<file path="config.mk">
export PLATFORM = sky130hd
export DESIGN_NAME = mips_mc_control
export DESIGN_NICKNAME = d
export VERILOG_FILES = /design/src/rtl/mips_mc_control.sv
export SDC_FILE = /design/constraint.sdc
export NUM_CORES = 1
export LEC_CHECK = 0
export BUFFER_PORTS_ARGS = -buffer_cell sky130_fd_sc_hd__buf_2
export CAP_MARGIN = 25
export CORE_MARGIN = 10
export CORE_UTILIZATION = 56
export DETAILED_ROUTE_END_ITERATION = 7
export MAX_ROUTING_LAYER = met4
export PLACE_DENSITY_LB_ADDON = 0.1
export SLEW_MARGIN = 30
export SYNTH_ARGS = -nofsm -noshare
export SYNTH_HDL_FRONTEND = slang
export SYNTH_SLANG_ARGS = --single-unit
</file>
<file path="constraint.sdc">
create_clock -name clk -period 3.9 [get_ports clk]
set_input_delay 0.39 -clock clk [delete_from_list [all_inputs] [get_ports clk]]
set_output_delay 0.39 -clock clk [all_outputs]
set_load 0.01 [all_outputs]
</file>
<file path="src/rtl/mips_mc_control.sv">
// Multicycle MIPS main control FSM: sequences fetch/decode/execute/memory/writeback
// and decodes all datapath strobes, enables and mux selects from the current state.
module mips_mc_control #(
    parameter bit          ILLEGAL_HALT = 1'b0,
    parameter int unsigned CNT_W        = 32
) (
    input  logic             clk,
    input  logic             rst_n,
    input  logic [5:0]       opcode,
    input  logic             zero,
    output logic             memread,
    output logic             memwrite,
    output logic             iord,
    output logic             irwrite,
    output logic             pc_en,
    output logic [1:0]       pcsrc,
    output logic             alusrca,
    output logic [1:0]       alusrcb,
    output logic [1:0]       aluop,
    output logic             regdst,
    output logic             memtoreg,
    output logic             regwrite,
    output logic             illegal,
    output logic             halted,
    output logic [3:0]       state,
    output logic [CNT_W-1:0] instr_retired
);

    typedef enum logic [3:0] {
        S_IDLE     = 4'd0,
        S_FETCH    = 4'd1,
        S_DECODE   = 4'd2,
        S_MEMADR   = 4'd3,
        S_MEMRD    = 4'd4,
        S_MEMWB    = 4'd5,
        S_MEMWR    = 4'd6,
        S_RTYPE_EX = 4'd7,
        S_RTYPE_WB = 4'd8,
        S_BEQ_EX   = 4'd9,
        S_ADDI_EX  = 4'd10,
        S_ADDI_WB  = 4'd11,
        S_J_EX     = 4'd12,
        S_HALT     = 4'd15
    } state_t;

    localparam logic [5:0] OP_RTYPE = 6'b000000;
    localparam logic [5:0] OP_LW    = 6'b100011;
    localparam logic [5:0] OP_SW    = 6'b101011;
    localparam logic [5:0] OP_BEQ   = 6'b000100;
    localparam logic [5:0] OP_ADDI  = 6'b001000;
    localparam logic [5:0] OP_J     = 6'b000010;

    state_t             state_q, state_d;
    logic               illegal_q, illegal_d;
    logic [CNT_W-1:0]   retired_q, retired_d;
    logic               pcwrite, branch;

    always_ff @(posedge clk or negedge rst_n) begin
        if (!rst_n) begin
            state_q   <= S_IDLE;
            illegal_q <= 1'b0;
            retired_q <= '0;
        end else begin
            state_q   <= state_d;
            illegal_q <= illegal_d;
            retired_q <= retired_d;
        end
    end

    always_comb begin
        state_d   = state_q;
        illegal_d = illegal_q;
        retired_d = retired_q;
        unique case (state_q)
            S_IDLE:   state_d = S_FETCH;
            S_FETCH:  state_d = S_DECODE;
            S_DECODE: begin
                unique case (opcode)
                    OP_LW, OP_SW: state_d = S_MEMADR;
                    OP_RTYPE:     state_d = S_RTYPE_EX;
                    OP_BEQ:       state_d = S_BEQ_EX;
                    OP_ADDI:      state_d = S_ADDI_EX;
                    OP_J:         state_d = S_J_EX;
                    default: begin
                        illegal_d = 1'b1;
                        state_d   = ILLEGAL_HALT ? S_HALT : S_FETCH;
                    end
                endcase
            end
            // IR still holds the instruction, so opcode separates lw from sw here
            S_MEMADR:   state_d = (opcode == OP_SW) ? S_MEMWR : S_MEMRD;
            S_MEMRD:    state_d = S_MEMWB;
            S_RTYPE_EX: state_d = S_RTYPE_WB;
            S_ADDI_EX:  state_d = S_ADDI_WB;
            S_MEMWB, S_MEMWR, S_RTYPE_WB, S_BEQ_EX, S_ADDI_WB, S_J_EX: begin
                state_d   = S_FETCH;
                retired_d = retired_q + CNT_W'(1);
            end
            S_HALT:   state_d = S_HALT;
            default:  state_d = S_IDLE;
        endcase
    end

    always_comb begin
        memread  = 1'b0;
        memwrite = 1'b0;
        iord     = 1'b0;
        irwrite  = 1'b0;
        pcwrite  = 1'b0;
        branch   = 1'b0;
        pcsrc    = 2'b00;
        alusrca  = 1'b0;
        alusrcb  = 2'b00;
        aluop    = 2'b00;
        regdst   = 1'b0;
        memtoreg = 1'b0;
        regwrite = 1'b0;
        halted   = 1'b0;
        unique case (state_q)
            S_FETCH: begin
                memread = 1'b1;
                irwrite = 1'b1;
                alusrcb = 2'b01;
                pcwrite = 1'b1;
            end
            S_DECODE:   alusrcb = 2'b11;
            S_MEMADR: begin
                alusrca = 1'b1;
                alusrcb = 2'b10;
            end
            S_MEMRD: begin
                memread = 1'b1;
                iord    = 1'b1;
            end
            S_MEMWB: begin
                memtoreg = 1'b1;
                regwrite = 1'b1;
            end
            S_MEMWR: begin
                memwrite = 1'b1;
                iord     = 1'b1;
            end
            S_RTYPE_EX: begin
                alusrca = 1'b1;
                aluop   = 2'b10;
            end
            S_RTYPE_WB: begin
                regdst   = 1'b1;
                regwrite = 1'b1;
            end
            S_BEQ_EX: begin
                alusrca = 1'b1;
                aluop   = 2'b01;
                pcsrc   = 2'b01;
                branch  = 1'b1;
            end
            S_ADDI_EX: begin
                alusrca = 1'b1;
                alusrcb = 2'b10;
            end
            S_ADDI_WB:  regwrite = 1'b1;
            S_J_EX: begin
                pcsrc   = 2'b10;
                pcwrite = 1'b1;
            end
            S_HALT:     halted = 1'b1;
            default:    ;
        endcase
    end

    assign pc_en         = pcwrite | (branch & zero);
    assign illegal       = illegal_q;
    assign state         = state_q;
    assign instr_retired = retired_q;

endmodule

</file>
======== Yosys cells after proc, flatten, opt, wreduce, memory -nomap -nowiden ========
Cells that the tools add are included.
cells by class
  bitwise logic cells ..................... 3
  reductions and logical operators ........ 13
  div/mod/pow operators ................... 0
  eq/ne operators ......................... 18
  shifts and indexed selects .............. 0
  multiplexer cells ....................... 17
  multiply operators ...................... 0
  add/subtract/negate cells ............... 1
  magnitude comparators ................... 0
operators by type and width
  kind                     number
  $add A32 B1 Y32 const B  1
  $pmux W4 S8              1
  $eq A4 B4 Y1 const B     6
  $pmux W4 S5              1
  $eq A4 B3 Y1 const B     4
  $eq A6 B6 Y1 const B     2
  $reduce_or A6 Y1         2
  $mux W1                  11
  $reduce_or A2 Y1         5
  $eq A4 B2 Y1 const B     2
  $pmux W2 S2              2
  $reduce_or A7 Y1         1
  $eq A6 B2 Y1 const B     1
  $eq A6 B3 Y1 const B     1
  $eq A6 B4 Y1 const B     1
  $logic_not A6 Y1         1
  $pmux W2 S3              1
  $eq A4 B1 Y1 const B     1
  $logic_not A4 Y1         1
  $reduce_or A4 Y1         1
  $reduce_or A3 Y1         1
  $mux W2                  1
  $reduce_and A2 Y1        1
  $and A1 B1 Y1            1
  other kinds (2)          2
word-level totals
  bits in latches ......................... 0
  memories ................................ 0
  register bits after elaboration ......... 37
  bits in writable memories ............... 0
  output and inout port bits .............. 53
  input port bits ......................... 9
  memory bits (read-only) ................. 0

======== Longest topological paths before layout ========
Gate-level depths: netlist of run 1.
  word-level depth ........................ 4
  gate-level depth with buffers ........... 6
  gate-level depth less buffers ........... 5

======== Least setup slack after synthesis of run 1 ========
No wires, ideal clock.
  kind .................................... reg2reg
  start ................................... register state_q[0] (netlist: state[0])
  end ..................................... register retired_q[11] (netlist: instr_retired[11])
  clock period less this slack ............ 1.915 ns
  setup slack ............................. 1.985 ns
  data arrival time ....................... 1.783 ns
  path buffers ............................ 2
  cell stages (with the launch flop) ...... 7
  cell sequence ........................... dfrtp_1 buf_2 and4bb_4 o41ai_2 buf_2 nor3_1 xor2_1
between the ends
  cells in the longest elaborated chain, start to end .. 2
  elaborated cells on any way between the ends .. 7
  those cells by class .................... 6 x eq/ne; 1 x reduce/logical
ends and longest elaborated chain
  element                                       RTL line  text
  start: declaration                            53        state_t state_q, state_d;
  start signal: assignment                      64        state_q <= state_d;
  $eq A4 B3 Y1 or $eq A4 B4 Y1 (tied branches)  74        unique case (state_q)
  $reduce_or A6 Y1 *                            74
  end signal: assignment                        66        retired_q <= retired_d;
  end: declaration                              55        logic [CNT_W-1:0] retired_q, retired_d;
Mark *: on every way between the ends. The rest lies on a longest branch, timed or not.
A chain may end at the register's enable or synchronous reset.

======== Final worst setup path of run 1 ========
  start ................................... register state_q[3] (netlist: state[3])
  end ..................................... register retired_q[31] (netlist: instr_retired[31])
Same word-level chain as after synthesis.

==> results of run 1 <==
## final cells by class
cell class                      instances  area share, %
Tap cell                               48           2.35
Inverter                                8           1.17
Multi-Input combinational cell        155           44.8
Timing Repair Buffer                   62           12.2
Clock inverter                          2          0.391
Sequential cell                        37           36.2
Clock buffer                            6           2.84
## kinds of logic (layout without fill, tap and decap cells)
group                      after synthesis  in the layout  synth area share [%]
AOI/OAI and AO/OA                       19             19                  7.83
muxes                                    4              4                  2.03
adders and majority gates                1              1                 0.580
xor gates and xnor gates                34             34                  13.8
and+or+nand+nor                         97             97                  28.9
DFF                                     37             37                  42.9
buffers and inverters                   18             78                  3.94
## through the flow
step | std cells | power, mW | setup WS (ns)
2_1_floorplan | 210 | 0.802 | 1.98
3_3_place_gp | 310 | 0.949 | 1.74
3_5_place_dp | 310 | 0.954 | 1.64
4_1_cts | 318 | 1.21 | 1.60
5_1_grt | 318 | 1.28 | 1.41
6_report | 318 | 1.19 | 1.57
## report_power, final
group	switching [mW]	total [mW]	internal [mW]
combinational	0.206	0.398	0.192
sequential	0.115	0.542	0.428
clock	0.127	0.251	0.124
## flip-flops by register name (all words and copies together) (netlist names)
register and count:
instr_retired 32, illegal 1, state 4
## worst max-delay path by stage
| stage | start | endpoint |
|---|---|---|
| floorplan | state[0]$_DFF_PN0_ | instr_retired[11]$_DFFE_PN0P_ |
| global placement | state[3]$_DFF_PN0_ | instr_retired[30]$_DFFE_PN0P_ |
| detailed placement | state[3]$_DFF_PN0_ | instr_retired[31]$_DFFE_PN0P_ |
| CTS | state[3]$_DFF_PN0_ | instr_retired[31]$_DFFE_PN0P_ |
| global route | state[3]$_DFF_PN0_ | instr_retired[31]$_DFFE_PN0P_ |
| finish | state[3]$_DFF_PN0_ | instr_retired[31]$_DFFE_PN0P_ |
## worst max-delay path: cells and delay by family (launching register included)
| family | cells | cell delay [ns] |
|---|---|---|
| buf+inv | 1 | 0.21 |
| xor+xnor | 1 | 0.19 |
| simple gates | 2 | 0.99 |
| compound gates | 1 | 0.15 |
| flops | 1 | 0.70 |
## layout by cell type (no fill, tap or decap), drive strengths merged, types with 6 or more instances in the layout
master and count:
dfrtp 37, nand4 11, clkbuf 6, xnor2 14, nor3 19, nand3 10
inv 8, xor2 20, nor4 7, nor2 12, nand2 16, buf 62
## routing by layer
| metal | global-route usage [%] | vias to the layer above | wire, um |
|---|---|---|---|
| li1 | - | 874 | - |
| met1 | 18.1 | 864 | 2130 |
| met2 | 26.0 | 40 | 2410 |
| met3 | 3.93 | 4 | 310 |
| met4 | 3.23 | 0 | 34 |
| met5 | - | - | 0 |
==> out/metrics.csv, run 1 <==
metric,value,unit
status,finished clean,
CP cell instances,nor3b_1 -> o41ai_2 -> buf_4 -> nor4_1 -> xor2_1,
initial antenna violation count,0,
WL final,4890,um
"Cell Area, Placed",2480,um^2
Pwr Density,465,nW/um^2
core area,3690,um^2
DRT antenna net count,0,
clk sinks,37,
top post-synthesis cells by area,"dfrtp_1 43%, xor2_1 8.1%, xnor2_1 5.7%, nor3_1 3.2%, nand4_1 2.9%",
n_diodes,0,
Critical Path Start Type,flop,
worst r2r src,state[3]$_DFF_PN0_,
unrepaired setup endpoints after global routing,no,
row cnt,22,
Synth area leader,dfrtp_1,
Slowest cell on crit path,dfrtp_1,
fraction of layout cells with a size suffix above 1,33.0,%
largest net degree at the start of global routing,38,
crit path max fanout,18,
final core occ,69.4,%
CTS tree,built,
GRT Overall Usage,15.4,%
drt drc,0,
leading cell types by count after synthesis,"37 x dfrtp_1, 20 x xor2_1, 16 x nand2_1, 14 x nor3_1, 14 x xnor2_1",
Vias,1782,
PortBufs,61,
Worst R2R End,instr_retired[31]$_DFFE_PN0P_,
area of the multi-input gates,1150,um^2
Post-CTS Setup Bufs,0,
crit share post-route,59.7,%
Mapped Cells,210,
# hold bufs at CTS,0,
DR pass1 iterations,4,
register area,926,um^2
post-CTS sizing,0,
Synth Warn #,0,
CP Capture Type,flop,
CTS Buf Count,5,
FILL cells,322,
full die area,6740,um^2
io pins,62,
Congestion Overflow GR,0,
final setup fails,0,
clock latency on the worst-skew pair,0.29,ns
die width,82.1,um
Synth cell types,50,
Syn Area/Cell,10.3,um^2
H-tree Lvls,2,
Max Root-Sink Buffers,2,
reg-to-reg setup timing slack,1.57,ns
"slowest stage delay, CP",0.70,ns
share of the synthesized area in the top cell type,42.9,%
root buffer cell,clkbuf_8,
Post-synth ARST share,100,%
Slew @ Worst Pin,0.816,ns
"Seq/Total Area, Yosys",42.9,%
post-layout instance area,2560,um^2
minimum clock period,2.33,ns
Synth Net Count,220,
dpl hpwl,3740,um
final-report hold violation count,0,
Area Growth Syn to Fin,18.6,%
Crit Path Category,flop to flop,
max-slew violations,0,
routability cong.,0.771,
critical path arrival,2.53,ns
VDD IR max,0.200,mV
cell area after synthesis,2160,um^2
most frequent cell after synthesis,dfrtp_1,
Hold Slack,0.197,ns
"Reg clk slew, reported paths",0.07,ns
vias in the first global route,1765,
register bit total from synthesis,37,
Total Negative Setup Slacks,0,ns
drt initial violations,108,
Max Fclk,430,MHz
layout net count,279,
first-pass GRT wire length,8190,um
max cap viols,0,
Worst Path Required,4.10,ns
Leakage,1.32,nW
FF-to-FF path depth,5,
worst hold path class,input pin to async pin,
Clock Skew,0.00854,ns
ys flop type,dfrtp_1,
die height,82.1,um
DR vias/cell,5.60,
Post-synth EDFFs,0,
DR WL/cell,15.4,um
Initial Utilization,58.5,%
relative slew slack,45.6,%
Note: power is estimated with default switching activity, not from simulation.
==> run 2: changes to the inputs <==
CORE_UTILIZATION = 47   (was 56)
clock period = 2.1 ns   (was 3.9 ns; I/O delays follow)
==> out/metrics.csv, run 2 (synthesis results as in run 1) <==
metric,value,unit,change
relative slew slack,47.7,%,was 45.6%
Slowest cell on crit path,dfrtp_1,,unchanged
vias in the first global route,1769,,"was 1,765"
drt drc,0,,unchanged
crit path to,alusrcb[0],,was instr_retired[31]$_DFFE_PN0P_
clock latency on the worst-skew pair,0.29,ns,about the same
DR pass1 iterations,4,,unchanged
internal power,1.47,mW,was 0.744 mW
io pins,62,,unchanged
DRT antenna net count,0,,unchanged
status,"finished, violations left",,was finished clean
largest net degree at the start of global routing,38,,unchanged
FF-to-FF path depth,4,,was 5
max cap viols,0,,unchanged
Vias,1778,,"was 1,782"
VDD IR max,0.694,mV,was 0.200 mV
first-pass GRT wire length,8370,um,was 8190 um
worst hold path class,input pin to async pin,,unchanged
DR WL/cell,15.4,um,about the same
Area Growth Syn to Fin,22.9,%,was 18.6%
drt initial violations,69,,was 108
crit path max fanout,10,,was 18
crit share post-route,94.9,%,
DR vias/cell,5.39,,was 5.60
most frequent CP cell,buf_4,,
row cnt,24,,was 22
"slowest stage delay, CP",0.49,ns,was 0.70 ns
Worst R2R End,instr_retired[30]$_DFFE_PN0P_,,was instr_retired[31]$_DFFE_PN0P_
Sequential Power Share,39.6,%,was 45.5%
largest delay contributor family on the critical path,buffers and inverters,,was simple AND/OR/NAND/NOR gates
core area,4410,um^2,was 3690 um^2
most frequent cells in the layout,"61 x buf_2, 37 x dfrtp_1, 20 x xor2_1",,unchanged
"Reg clk slew, reported paths",0.07,ns,about the same
layout net count,288,,was 279
"commonest non-fill, non-tap cell in the layout",buf_2,,unchanged
CP Capture Type,output pin,,was flop
initial antenna violation count,0,,unchanged
final setup fails,0,,unchanged
Switching Share,36.8,%,was 37.5%
die height,87.8,um,was 82.1 um
Clk pwr share,21.3,%,was 21.0%
clk sinks,37,,unchanged
n_diodes,0,,unchanged
reg-to-reg setup timing slack,0.15,ns,was 1.57 ns
Initial Utilization,48.9,%,was 58.5%
Slew @ Worst Pin,0.784,ns,was 0.816 ns
H-tree Lvls,2,,unchanged
Critical Path Start Type,flop,,unchanged
max reg flops,32,,unchanged
root buffer cell,clkbuf_8,,unchanged
fraction of layout cells with a size suffix above 1,35.3,%,was 33.0%
die width,87.8,um,was 82.1 um
Hold Slack,-0.00650,ns,was 0.197 ns
Clock Skew,0.00666,ns,was 0.00854 ns
dpl hpwl,3870,um,was 3740 um
CP cell instances,buf_4 -> nand2b_1 -> nor3_1 -> buf_4 -> or2_2 -> buf_2,,was nor3b_1 -> o41ai_2 -> buf_4 -> nor4_1 -> xor2_1
final core occ,60.1,%,was 69.4%
Max Fclk,502,MHz,
critical path arrival,1.78,ns,was 2.53 ns
Leakage,1.38,nW,was 1.32 nW
violated checks,hold timing,,
crit path from,state[0]$_DFF_PN0_,,was state[3]$_DFF_PN0_
routability cong.,0.812,,was 0.771
Pwr Density,878,nW/um^2,was 465 nW/um^2
Congestion Overflow GR,0,,unchanged
max-slew violations,0,,unchanged
Worst Path Required,1.89,ns,was 4.10 ns
Net Sw Power,0.857,mW,was 0.447 mW
unrepaired setup endpoints after global routing,no,,unchanged
Max Root-Sink Buffers,2,,unchanged
worst r2r src,instr_retired[9]$_DFFE_PN0P_,,was state[3]$_DFF_PN0_
CTS Buf Count,5,,unchanged
GRT Overall Usage,13.9,%,was 15.4%
PortBufs,61,,unchanged
Crit Path Category,flop to output pin,,was flop to flop
Critical Path Stages,6,,was 5
Tot Pwr,2.33,mW,was 1.19 mW
WL final,5080,um,was 4890 um
Comb pwr share,39.2,%,was 33.4%
Total Negative Setup Slacks,0,ns,unchanged
# hold bufs at CTS,0,,unchanged
full die area,7700,um^2,was 6740 um^2
final-report hold violation count,9,,was 0
CTS tree,built,,unchanged
CP bufs+invs,3,,was 1
minimum clock period,1.99,ns,
-- run 2: timing repair --
action / in CTS / in global routing
setup buffers: 0 / 0
setup endpoints to repair: 0 / 2
gates resized for setup: 0 / 1
-- run 2: stage by stage --
stage	std cells	setup slack (ns)	area (um^2)
floorplan	210	0.185	2160
global placement	323	0.0985	2560
detailed placement	323	0.154	2560
CTS	330	0.122	2650
global route	330	0.0108	2650
finish	330	0.107	2650
-- run 2: worst min path at each step --
stage,to,cells past startpoint,start
6_report,instr_retired[26]$_DFFE_PN0P_,1,rst_n
5_1_grt,instr_retired[26]$_DFFE_PN0P_,1,rst_n
4_1_cts,instr_retired[26]$_DFFE_PN0P_,1,rst_n
3_5_place_dp,instr_retired[22]$_DFFE_PN0P_,1,rst_n
3_3_place_gp,instr_retired[22]$_DFFE_PN0P_,1,rst_n
2_1_floorplan,illegal$_DFFE_PN0P_,0,rst_n
-- run 2: cell type report --
cell class,instances,area (um^2)
flip-flops and latches,37,926
clock buffers,7,86.3
fillers,407,1760
well taps,52,65.1
repair buffers,71,393
inverters,8,30.0
multi-input cells,155,1150
-- run 2: worst register-to-register path: stages (launching register included) --
cell and delay (ns):
dfrtp_1 0.48, nand4_2 0.16, or4_4 0.69, nor4_1 0.39
xor2_1 0.17
-- run 2: power by group through the flow --
stage          Clock (mW)  Sequential, mW  Combinational, mW
2_1_floorplan           0           0.924              0.566
3_3_place_gp            0           0.926              0.920
3_5_place_dp            0           0.934              0.925
4_1_cts             0.509           0.922              0.928
5_1_grt             0.538           0.939               1.00
6_report            0.495           0.921              0.913
-- run 2: metal layers --
layer,GRT usage [%],routed length [um],vias to the layer above
met5,-,0,-
met1,18.0,2410,849
met3,4.55,295,8
li1,-,-,885
met2,19.8,2290,36
met4,4.49,80,0
==> run 3: changes to the inputs <==
--- a/config.mk
+++ b/config.mk
@@ -7,5 +7,5 @@
 export LEC_CHECK = 0
 export BUFFER_PORTS_ARGS = -buffer_cell sky130_fd_sc_hd__buf_2
-export CAP_MARGIN = 25
+export CAP_MARGIN = 30
 export CORE_MARGIN = 10
 export CORE_UTILIZATION = 47
==> constraint.sdc (replaced) <==
create_clock -name clk -period 2.1 [get_ports clk]
set_input_delay 0.21 -clock clk [delete_from_list [all_inputs] [get_ports clk]]
set_output_delay 0.21 -clock clk [all_outputs]
set_load 0.1 [all_outputs]
==> out/metrics.csv, run 3 (synthesis results as in run 1) <==
metric,value,unit,change
layout net count,294,,was 288
CTS Buf Count,5,,unchanged
row cnt,24,,unchanged
minimum clock period,2.00,ns,was 1.99 ns
register area,938,um^2,was 926 um^2
post-layout instance area,3020,um^2,was 2650 um^2
largest net degree at the start of global routing,26,,was 38
Area Growth Syn to Fin,39.9,%,was 22.9%
die width,87.8,um,unchanged
Leakage,1.46,nW,was 1.38 nW
Initial Utilization,48.9,%,unchanged
drt drc,0,,unchanged
FILL cells,342,,was 407
final setup fails,0,,unchanged
io pins,62,,unchanged
"Cell Area, Placed",2890,um^2,was 2560 um^2
"commonest non-fill, non-tap cell in the layout",buf_2,,unchanged
max cap viols,0,,unchanged
crit path max fanout,15,,was 10
Pwr Density,1340,nW/um^2,was 878 nW/um^2
Max Fclk,500,MHz,was 502 MHz
Critical Path Start Type,flop,,unchanged
Vias,1842,,"was 1,778"
root buffer cell,clkbuf_8,,unchanged
"slowest stage delay, CP",0.51,ns,was 0.49 ns
critical path arrival,1.79,ns,was 1.78 ns
full die area,7700,um^2,unchanged
first-pass GRT wire length,9120,um,was 8370 um
DRT antenna net count,0,,unchanged
clock latency on the worst-skew pair,0.29,ns,about the same
initial antenna violation count,0,,unchanged
Hold Slack,0.242,ns,was -0.00650 ns
status,finished clean,,"was finished, violations left"
Slew @ Worst Pin,0.806,ns,was 0.784 ns
VDD IR max,1.58,mV,was 0.694 mV
CP cell instances,buf_4 -> nand2b_1 -> nor3_4 -> or2_4 -> buf_12,,was buf_4 -> nand2b_1 -> nor3_1 -> buf_4 -> or2_2 -> buf_2
Slowest cell on crit path,dfrtp_4,,was dfrtp_1
most frequent cells in the layout,"50 x buf_2, 33 x dfrtp_1, 20 x xor2_1",,"was 61 x buf_2, 37 x dfrtp_1, 20 x xor2_1"
CP Capture Type,output pin,,unchanged
Max Root-Sink Buffers,2,,unchanged
area of the multi-input gates,1340,um^2,was 1150 um^2
crit share post-route,95.2,%,was 94.9%
DR WL/cell,16.1,um,was 15.4 um
DR pass1 iterations,4,,unchanged
fraction of layout cells with a size suffix above 1,45.3,%,was 35.3%
die height,87.8,um,unchanged
clk sinks,37,,unchanged
largest delay contributor family on the critical path,simple AND/OR/NAND/NOR gates,,was buffers and inverters
CP bufs+invs,2,,was 3
worst hold path class,input pin to flop,,was input pin to async pin
reg-to-reg setup timing slack,0.20,ns,was 0.15 ns
vias in the first global route,1926,,"was 1,769"
max-slew violations,0,,unchanged
Clock Skew,0.00620,ns,was 0.00666 ns
Placed Cells,328,,was 323
GRT Overall Usage,14.9,%,was 13.9%
CTS tree,built,,unchanged
relative slew slack,45.8,%,was 47.7%
n_diodes,0,,unchanged
Finished Layout Cells,337,,was 330
routability cong.,0.828,,was 0.812
drt initial violations,82,,was 69
Worst Path Required,1.89,ns,about the same
Crit Path Category,flop to output pin,,unchanged
DR vias/cell,5.47,,was 5.39
Post-CTS Setup Bufs,0,,unchanged
dpl hpwl,4120,um,was 3870 um
Congestion Overflow GR,0,,unchanged
unrepaired setup endpoints after global routing,no,,unchanged
PortBufs,61,,unchanged
max reg flops,32,,unchanged
WL final,5440,um,was 5080 um
final-report hold violation count,0,,was 9
H-tree Lvls,2,,unchanged
core area,4410,um^2,unchanged
Tot Pwr,4.05,mW,was 2.33 mW
"Reg clk slew, reported paths",0.07,ns,about the same
-- run 3: worst paths after layout --
kind / from / endpoint / cells after the start
setup / recovery: state[0]$_DFF_PN0_ / alusrcb[0] / 5
hold / removal: opcode[4] / illegal$_DFFE_PN0P_ / 3
setup reg to reg: instr_retired[6]$_DFFE_PN0P_ / instr_retired[29]$_DFFE_PN0P_ / 4
hold reg to reg: instr_retired[31]$_DFFE_PN0P_ / instr_retired[31]$_DFFE_PN0P_ / 1
max in group asynchronous: rst_n / instr_retired[11]$_DFFE_PN0P_ / 3
min in group asynchronous: rst_n / instr_retired[24]$_DFFE_PN0P_ / 2
-- run 3: layout make-up --
class	count	area share, %
Multi-Input combinational cell	155	44.5
Sequential cell	37	31.1
Timing Repair Buffer	77	18.5
Clock buffer	6	2.40
Tap cell	52	2.15
Inverter	8	0.995
Clock inverter	2	0.332
-- run 3: power by group --
group | switching [mW] | total (mW) | internal (mW)
sequential | 0.137 | 0.950 | 0.812
combinational | 1.92 | 2.63 | 0.718
clock | 0.240 | 0.470 | 0.230
total | 2.29 | 4.05 | 1.76
-- run 3: layer usage --
| layer | wire, um | GRT usage, % | vias up |
|---|---|---|---|
| met2 | 2580 | 21.8 | 47 |
| met5 | 0 | - | - |
| met1 | 2480 | 19.0 | 894 |
| li1 | - | - | 897 |
| met4 | 48 | 5.07 | 0 |
| met3 | 334 | 4.55 | 4 |
-- run 3: repair_timing --
action,4_1_cts,5_1_grt
cloned,0,0
gates resized for setup,4,8
setup endpoints to repair,3,5
pin swaps,0,1
hold buffers,1,0
endpoints found under the hold margin,12,0
-- run 3: per-stage QoR --
step / utilization (%) / TNS, ns / setup WS (ns)
detailed placement: 65.4 / 0 / 0.214
CTS: 67.8 / 0 / 0.00117
global placement: 65.4 / 0 / 0.240
finish: 68.4 / 0 / 0.101
global route: 68.4 / 0 / 0.0186
floorplan: - / -25.68 / -0.799
-- run 3: worst reg2reg max path, stage by stage, from the launching register on --
cell,delay [ns]
dfrtp_1,0.41
nand3_1,0.18
or4_4,0.69
nor4_1,0.38
xor2_1,0.17
